--- config.mk ---
export PLATFORM = sky130hd
export DESIGN_NAME = clmul_seq_unit
export DESIGN_NICKNAME = d
export VERILOG_FILES = /design/src/rtl/bitmanip_pkg.sv /design/src/rtl/clmul_step.sv /design/src/rtl/clmul_seq_unit.sv
export SDC_FILE = /design/constraint.sdc
export NUM_CORES = 1
export LEC_CHECK = 0
export CORE_MARGIN = 4
export CORE_UTILIZATION = 55
export CTS_BUF_LIST = sky130_fd_sc_hd__clkbuf_8
export DETAILED_ROUTE_END_ITERATION = 16
export HOLD_SLACK_MARGIN = 0.03
export PLACE_DENSITY = 0.75
export SETUP_SLACK_MARGIN = 0.1
export SLEW_MARGIN = 20
export SYNTH_ARGS = -nofsm -noshare
export SYNTH_HDL_FRONTEND = slang
export SYNTH_HIERARCHICAL = 1
export SYNTH_SLANG_ARGS = --single-unit
--- constraint.sdc ---
create_clock -name clk -period 2.8 [get_ports clk]
set_input_delay 0.28 -clock clk [delete_from_list [all_inputs] [get_ports clk]]
set_output_delay 0.28 -clock clk [all_outputs]
set_load 0.02 [all_outputs]
--- src/rtl/bitmanip_pkg.sv ---
`default_nettype none
// ============================================================================
// Package     : bitmanip_pkg
// Description : Shared types and helpers for the bit-manipulation datapath.
// Revision    : 1.0 - initial release
// ============================================================================
package bitmanip_pkg;

   typedef enum logic [1:0] {
      CLMUL  = 2'b00,
      CLMULH = 2'b01,
      CLMULR = 2'b10,
      RSVD   = 2'b11
   } clmul_mode_e;

   typedef enum logic [1:0] {
      IDLE = 2'd0,
      RUN  = 2'd1,
      DONE = 2'd2
   } clmul_state_e;

   // Ceiling log2, never below 1 so a counter always has at least one bit.
   function automatic int clog2(input int n);
      int w;
      w = 0;
      for (int i = 0; i < 31; i++) begin
         if ((1 << i) < n) begin
            w = i + 1;
         end
      end
      return (w < 1) ? 1 : w;
   endfunction

endpackage
`default_nettype wire

--- src/rtl/clmul_step.sv ---
`default_nettype none
// ============================================================================
// Module      : clmul_step
// Description : One STEP-bit slice of a carry-less multiply (partial XOR).
// Revision    : 1.0 - initial release
// ============================================================================
module clmul_step
   import bitmanip_pkg::*;
#(
   parameter int XLEN = 32,
   parameter int STEP = 4
) (
   input  logic [2*XLEN-1:0] acc,
   input  logic [2*XLEN-1:0] a,
   input  logic [STEP-1:0]   b,
   output logic [2*XLEN-1:0] acc_next
);

   always_comb begin
      acc_next = acc;
      for (int i = 0; i < STEP; i++) begin
         if (b[i]) begin
            acc_next = acc_next ^ (a << i);
         end
      end
   end

endmodule
`default_nettype wire

--- src/rtl/clmul_seq_unit.sv ---
`default_nettype none
// ============================================================================
// Module      : clmul_seq_unit
// Description : Multi-cycle clmul/clmulh/clmulr engine with valid/ready I/O.
// Revision    : 1.0 - initial release
// ============================================================================
module clmul_seq_unit
   import bitmanip_pkg::*;
#(
   parameter int XLEN       = 32,
   parameter int STEP       = 4,
   parameter bit EARLY_EXIT = 1'b0
) (
   input  logic            clk,
   input  logic            rst,
   input  logic            in_valid,
   output logic            in_ready,
   input  logic [XLEN-1:0] rs1,
   input  logic [XLEN-1:0] rs2,
   input  logic [1:0]      mode,
   input  logic            kill,
   output logic            out_valid,
   input  logic            out_ready,
   output logic [XLEN-1:0] rd,
   output logic            busy
);

   localparam int               NSTEPS   = XLEN / STEP;
   localparam int               CNT_W    = clog2(NSTEPS);
   localparam logic [CNT_W-1:0] LAST_CNT = CNT_W'(NSTEPS - 1);

   generate
      if (!(XLEN == 32 || XLEN == 64)) begin : g_bad_xlen
         $error("clmul_seq_unit: XLEN must be 32 or 64");
      end
      if (STEP < 1 || STEP > XLEN || (STEP & (STEP - 1)) != 0 || (XLEN % STEP) != 0) begin : g_bad_step
         $error("clmul_seq_unit: STEP must be a power of two dividing XLEN");
      end
   endgenerate

   clmul_state_e      state_q, state_d;
   clmul_mode_e       mode_q, mode_d;
   logic [2*XLEN-1:0] acc_q, acc_d;
   logic [2*XLEN-1:0] a_q, a_d;
   logic [2*XLEN-1:0] step_acc;
   logic [XLEN-1:0]   b_q, b_d;
   logic [XLEN-1:0]   b_shift;
   logic [XLEN-1:0]   rd_q, rd_d;
   logic [XLEN-1:0]   result;
   logic [CNT_W-1:0]  count_q, count_d;
   logic              out_valid_q, out_valid_d;
   logic              run_last;

   clmul_step #(
      .XLEN (XLEN),
      .STEP (STEP)
   ) u_step (
      .acc      (acc_q),
      .a        (a_q),
      .b        (b_q[STEP-1:0]),
      .acc_next (step_acc)
   );

   assign b_shift   = b_q >> STEP;
   assign run_last  = (count_q == LAST_CNT) || (EARLY_EXIT && (b_shift == '0));
   // Held low while in reset so nothing is offered before the engine is live.
   assign in_ready  = rst && (state_q == IDLE) && !kill;
   assign busy      = (state_q != IDLE);
   assign out_valid = out_valid_q;
   assign rd        = rd_q;

   always_comb begin
      result = '0;
      case (mode_q)
         CLMUL:   result = step_acc[XLEN-1:0];
         CLMULH:  result = step_acc[2*XLEN-1:XLEN];
         CLMULR:  result = step_acc[2*XLEN-2:XLEN-1];
         default: result = '0;
      endcase
   end

   always_comb begin
      state_d     = state_q;
      mode_d      = mode_q;
      acc_d       = acc_q;
      a_d         = a_q;
      b_d         = b_q;
      count_d     = count_q;
      rd_d        = rd_q;
      out_valid_d = out_valid_q;
      if (kill) begin
         state_d     = IDLE;
         out_valid_d = 1'b0;
      end else begin
         case (state_q)
            IDLE: begin
               if (in_valid && in_ready) begin
                  state_d = RUN;
                  mode_d  = clmul_mode_e'(mode);
                  acc_d   = '0;
                  a_d     = {{XLEN{1'b0}}, rs1};
                  b_d     = rs2;
                  count_d = '0;
               end
            end
            RUN: begin
               acc_d   = step_acc;
               a_d     = a_q << STEP;
               b_d     = b_shift;
               count_d = count_q + CNT_W'(1);
               if (run_last) begin
                  state_d     = DONE;
                  rd_d        = result;
                  out_valid_d = 1'b1;
               end
            end
            DONE: begin
               if (out_ready) begin
                  state_d     = IDLE;
                  out_valid_d = 1'b0;
               end
            end
            default: state_d = IDLE;
         endcase
      end
   end

   always_ff @(posedge clk or negedge rst) begin
      if (!rst) begin
         state_q     <= IDLE;
         mode_q      <= CLMUL;
         acc_q       <= '0;
         a_q         <= '0;
         b_q         <= '0;
         count_q     <= '0;
         rd_q        <= '0;
         out_valid_q <= 1'b0;
      end else begin
         state_q     <= state_d;
         mode_q      <= mode_d;
         acc_q       <= acc_d;
         a_q         <= a_d;
         b_q         <= b_d;
         count_q     <= count_d;
         rd_q        <= rd_d;
         out_valid_q <= out_valid_d;
      end
   end

endmodule
`default_nettype wire

Yosys cells after proc, flatten, opt, wreduce, memory -nomap -nowiden. Index checks and enable logic that the tools add are counted.

Bits in read-only memories: 0. Flip-flop bits (word level): 200. Bits in writable memories: 0. Bits in latches: 0. Input bits: 71. Memories: 0.

Eq/ne operators: 9. Add/subtract/negate cells: 1. Divide/modulo/power cells: 0. Reduce and logical (&&, ||, !) cells: 14. Mux-type cells: 22. Bitwise operators: 5. $mul: 0. Shift operators: 0. $lt $le $gt $ge: 0.

Operators by type and width (number): 64-bit two-way mux (6); 64-bit case mux with 2 select lines (2); 64-bit bitwise XOR (4); 32-bit case mux with 3 select lines (1); 32-bit case mux with 2 select lines (1); 32-bit two-way mux (1); 3-bit AND reduction (5); 2-bit two-way mux (4); 3-bit inequality test (second input constant) (2); 2-bit case mux with 3 select lines (1); 3-bit case mux with 2 select lines (1); 2-bit by 1-bit equality test with 1-bit output (second input constant) (2); 2-bit equality test (second input constant) (2); 2-bit zero test (2); 2-bit nonzero test (2); 3-bit by 1-bit adder with 3-bit output (second input constant) (1); 3-bit equality test (second input constant) (1); 1-bit logical AND (3); 1-bit two-way mux (3); 3-bit two-way mux (1); 3-bit by 2-bit inequality test with 1-bit output (second input constant) (1); 3-bit nonzero test (1); 2-bit by 1-bit inequality test with 1-bit output (second input constant) (1); 1-bit case mux with 2 select lines (1); 2 further kinds (2).

Logic depth before layout (Yosys ltp).
Depth in word-level cells: 9. Gate-level depth with buffers: 8. Depth with buffers taken out: 6.

Cells and area by module. Netlist, hierarchy kept.

Modules (own cells, without submodules): clmul_seq_unit (seq. area each 5004.8 µm², instances 1, cells an instance 830, area an instance 9542.9 µm²); clmul_step (seq. area each 0.0 µm², instances 1, cells an instance 467, area an instance 3668.5 µm²).

Worst setup path before layout. Ideal clock, no wire load.

Kind: register to register. Start point: reg b_q[1]. End point: reg rd_q[0] (netlist: rd[0]). Period minus slack after synthesis: 1.728 ns. Stages on the path, launching flop included: 9. Setup slack: 1.072 ns. Library setup time: 0.065 ns. Arrival: 1.663 ns. Path buffers: 2. Path through: dfrtp_1 -> buf_6 -> buf_6 -> nand2_1 -> xnor3_1 -> xnor2_1 -> mux2i_1 -> o211ai_1 -> o21a_1.

Longest elaborated chain between the ends: 6.

RTL lines: start: declaration (RTL line clmul_seq_unit.sv:46) `logic [XLEN-1:0] b_q, b_d;`; start signal: assignment (RTL line clmul_seq_unit.sv:134) `b_q <= '0;`; start signal: assignment (RTL line clmul_seq_unit.sv:143) `b_q <= b_d;`; 64-bit two-way mux * (RTL line clmul_step.sv:22) `if (b[i]) begin`; 64-bit bitwise XOR (RTL line clmul_step.sv:23) `acc_next = acc_next ^ (a << i);`; 64-bit two-way mux * (RTL line clmul_step.sv:22); 64-bit bitwise XOR (RTL line clmul_step.sv:23); 64-bit two-way mux * (RTL line clmul_step.sv:22); named net step_acc[32] (RTL line clmul_seq_unit.sv:45) `logic [2*XLEN-1:0] step_acc;`; 32-bit case mux with 3 select lines * (RTL line clmul_seq_unit.sv:74) `case (mode_q)`; end signal: assignment (RTL line clmul_seq_unit.sv:145) `rd_q <= rd_d;`; end: declaration (RTL line clmul_seq_unit.sv:48) `logic [XLEN-1:0] rd_q, rd_d;`.

Mark *: on every way through the listed nets, which the timed path passes. The rest lies on a longest branch. A chain may end at the register's enable or synchronous reset.

Final worst setup path.
Start point: reg state_q[1]. End point: out in_ready.

Longest elaborated chain between the ends: 3.

RTL lines: start: declaration (RTL line clmul_seq_unit.sv:41) `clmul_state_e state_q, state_d;`; start signal: assignment (RTL line clmul_seq_unit.sv:139) `state_q <= state_d;`; 2-bit zero test (RTL line clmul_seq_unit.sv:67) `assign in_ready = rst && (state_q == IDLE) && !kill;`; 1-bit logical AND (2 in a row) (RTL line clmul_seq_unit.sv:67); end: declaration (RTL line clmul_seq_unit.sv:17) `output logic in_ready,`.

No other way between the ends.

==> metrics.cfg <==
[sta]
hold_viol_final = 0
setup_viol = 0
finalCritPeriodShare_pct = 88.7
tns_ns = 0
slew_viol_final = 0
clock-skew-final_ns = 0.0212
worstMarginPinSlew_ns = 0.968
period_needed_ns = 2.48
grt_setup_unrepaired = no
max_freq_mhz = 403
relSlewSlack_pct = 35.5
hold_slack_ns = 0.214

[die]
die-area_mm2 = 0.0266
core_area_mm2 = 0.0235
initial_core_util_pct = 56.1
rows = 56
die_h_um = 163
die_w_um = 163
io_pins = 106

[yosys]
yosys_warnings = 6
avgSynthCellArea_um2 = 10.2
yosys.area.top_type = dfrtp_1
async_flop_share_pct = 100
syn-cell-area_mm2 = 0.0132
yosysSeqAreaShare_pct = 37.9
synth-seq-cells = 200
synthDistinctLibCells = 31
synthCells = 1297
synth_top_area_share_pct = 37.9
synth_ff_type = dfrtp_1
synth-edff-count = 0
synth_area_leaders = dfrtp_1 (38%), mux2_2 (10%), xnor3_1 (10%)
synth_nets = 1370

[grt]
grt_max_degree = 148
grt_first_pass_wirelength_um = 48900
first_global_vias = 9450
antenna_found_initial = 0
grt_usage_pct = 23.0
gr-total-overflow = 0

[finish]
n_fill_cell = 1950
syn_to_final_growth_pct = 13.3
final_cell_mix = nand2_1 (329), dfrtp_1 (195), mux2i_1 (130)
drive_gt1_share_pct = 15.6
antenna_cells = 0
final_common_cell = nand2_1
nNetsFinal = 1443

[pwr]
vdd_drop_max_mv = 0.425
power_density_mw_per_mm2 = 775
p_int_mw = 6.95
combPwrFrac_pct = 46.8
p_seq_share_pct = 35.9
p_switching_mw = 4.65
p_leak_nw = 7.32
clkPwrFrac_pct = 17.3
total_power_mw = 11.6
netSwitchingFraction_pct = 40.1

[worst_setup_path]
required_ns = 2.52
crit_arrival_ns = 2.20
rrSetupSlack_ns = 0.37
path_class = reg2out
cp_max_fo = 9
end_kind = output pin
start_kind = flip-flop

[placed_design]
dp_hpwl_um = 20300
io_buffers = 105
gp_congestion = 0.818

[clock_network]
post_cts_resized = 0
numCtsBuffers = 17
cts_max_path_buffers = 2
cts_tree = yes
path_clk_slew_ns = 0.12
root_buffer = clkbuf_8
post_cts_buffers = 0
cts_htree_levels = 4
clock-sinks = 200
clock_latency_ns = 0.50

[worst_hold_path]
hold_class = in2async

[detailed_routing]
drtIter0Drc = 626
remaining_drc_errors = 0
dr.pass1.iters = 5
drtAntennaViolNets = 0
vias = 9105
wirelength_um = 29600
post_drt_wl_per_cell_um = 17.4
viasPerCell = 5.35

[run]
maxCapViolCount = 0

[status]
status = complete, no violations

==> repair_timing <==
item,in CTS,in global routing
hold buffers,1,0
hold endpoints to repair,7,0
setup endpoints to repair,0,0
==> flip-flops by register name, summed over array words and instances, names as in the netlist <==
name,count
a_q,64
acc_q,64
b_q,32
count_q,3
mode_q,2
out_valid,1
rd,32
state_q,2
==> synth_stat cells (2+ instances only) <==
cell type / count
nor2b_1: 10
a21oi_1: 34
xnor3_1: 61
nor2_1: 35
dfrtp_1: 200
inv_1: 98
a21o_1: 2
buf_4: 5
xor2_1: 63
clkbuf_1: 18
nand2_2: 20
a2bb2oi_1: 32
mux2i_1: 130
nand2_1: 329
buf_2: 31
buf_1: 6
xnor2_1: 65
buf_6: 23
mux2_2: 122
ha_1: 2
==> final cells by class <==
type                            count  area [um2]  area share (%)
Inverter                           98         368            2.46
Timing Repair Buffer              137        1420            9.50
Clock inverter                     15         209            1.40
Tap cell                          319         399            2.67
Sequential cell                   200        5010            33.5
Clock buffer                       17         234            1.56
Multi-Input combinational cell    916        7330            48.9
==> power by group through the flow <==
stage	registers [mW]	logic, mW	clock network [mW]
3_3_place_gp	4.18	5.25	0
2_1_floorplan	3.90	4.31	0
3_5_place_dp	4.21	5.38	0
4_1_cts	4.15	5.40	2.05
5_1_grt	4.24	5.84	2.18
6_report	4.16	5.43	2.01
==> path summary, 6_finish.rpt <==
| kind | cells past startpoint | start | end |
|---|---|---|---|
| min in group clk | 2 | mode[0] | mode_q[0] |
| hold / removal | 2 | rst | mode_q[0] |
| max in group asynchronous | 3 | rst | b_q[2] |
| hold reg to reg | 1 | b_q[10] | b_q[10] |
| setup / recovery | 3 | state_q[1] | in_ready |
| setup reg to reg | 7 | b_q[1] | rd[10] |
==> routing by layer <==
metal / vias up / track usage, % / routed length (um)
met2: 223 / 36.9 / 14000
met3: 34 / 4.43 / 1610
met5: - / 0 / 0
met1: 4507 / 32.0 / 13500
li1: 4341 / - / -
met4: 0 / 6.56 / 549
==> metrics by stage <==
step	worst slack (ns)	area [um2]	instances	utilization [%]
final	0.316	15000	1702	63.6
after global routing	0.192	15000	1702	63.6
after CTS	0.288	15000	1702	63.6
after detailed placement	0.448	14500	1669	61.7
after global placement	0.482	14500	1669	61.7
after floorplan	1.07	13200	1297	-
==> critical path: stages, from the launching register on <==
cell             delay [ns]
dfrtp_1                0.53
or2_2                  0.36
nor3b_1                0.19
clkdlybuf4s50_1        0.63
==> logic make-up after synthesis <==
| group | after synthesis | synth area share (%) |
|---|---|---|
| AOI/OAI and AO/OA | 70 | 3.64 |
| buffers and inverters | 181 | 6.89 |
| muxes | 252 | 20.2 |
| and+or+nand+nor | 403 | 12.3 |
| DFF | 200 | 37.9 |
| adders and majority gates | 2 | 0.189 |
| xor gates and xnor gates | 189 | 18.9 |
Note: power is estimated with default switching activity, not from simulation.
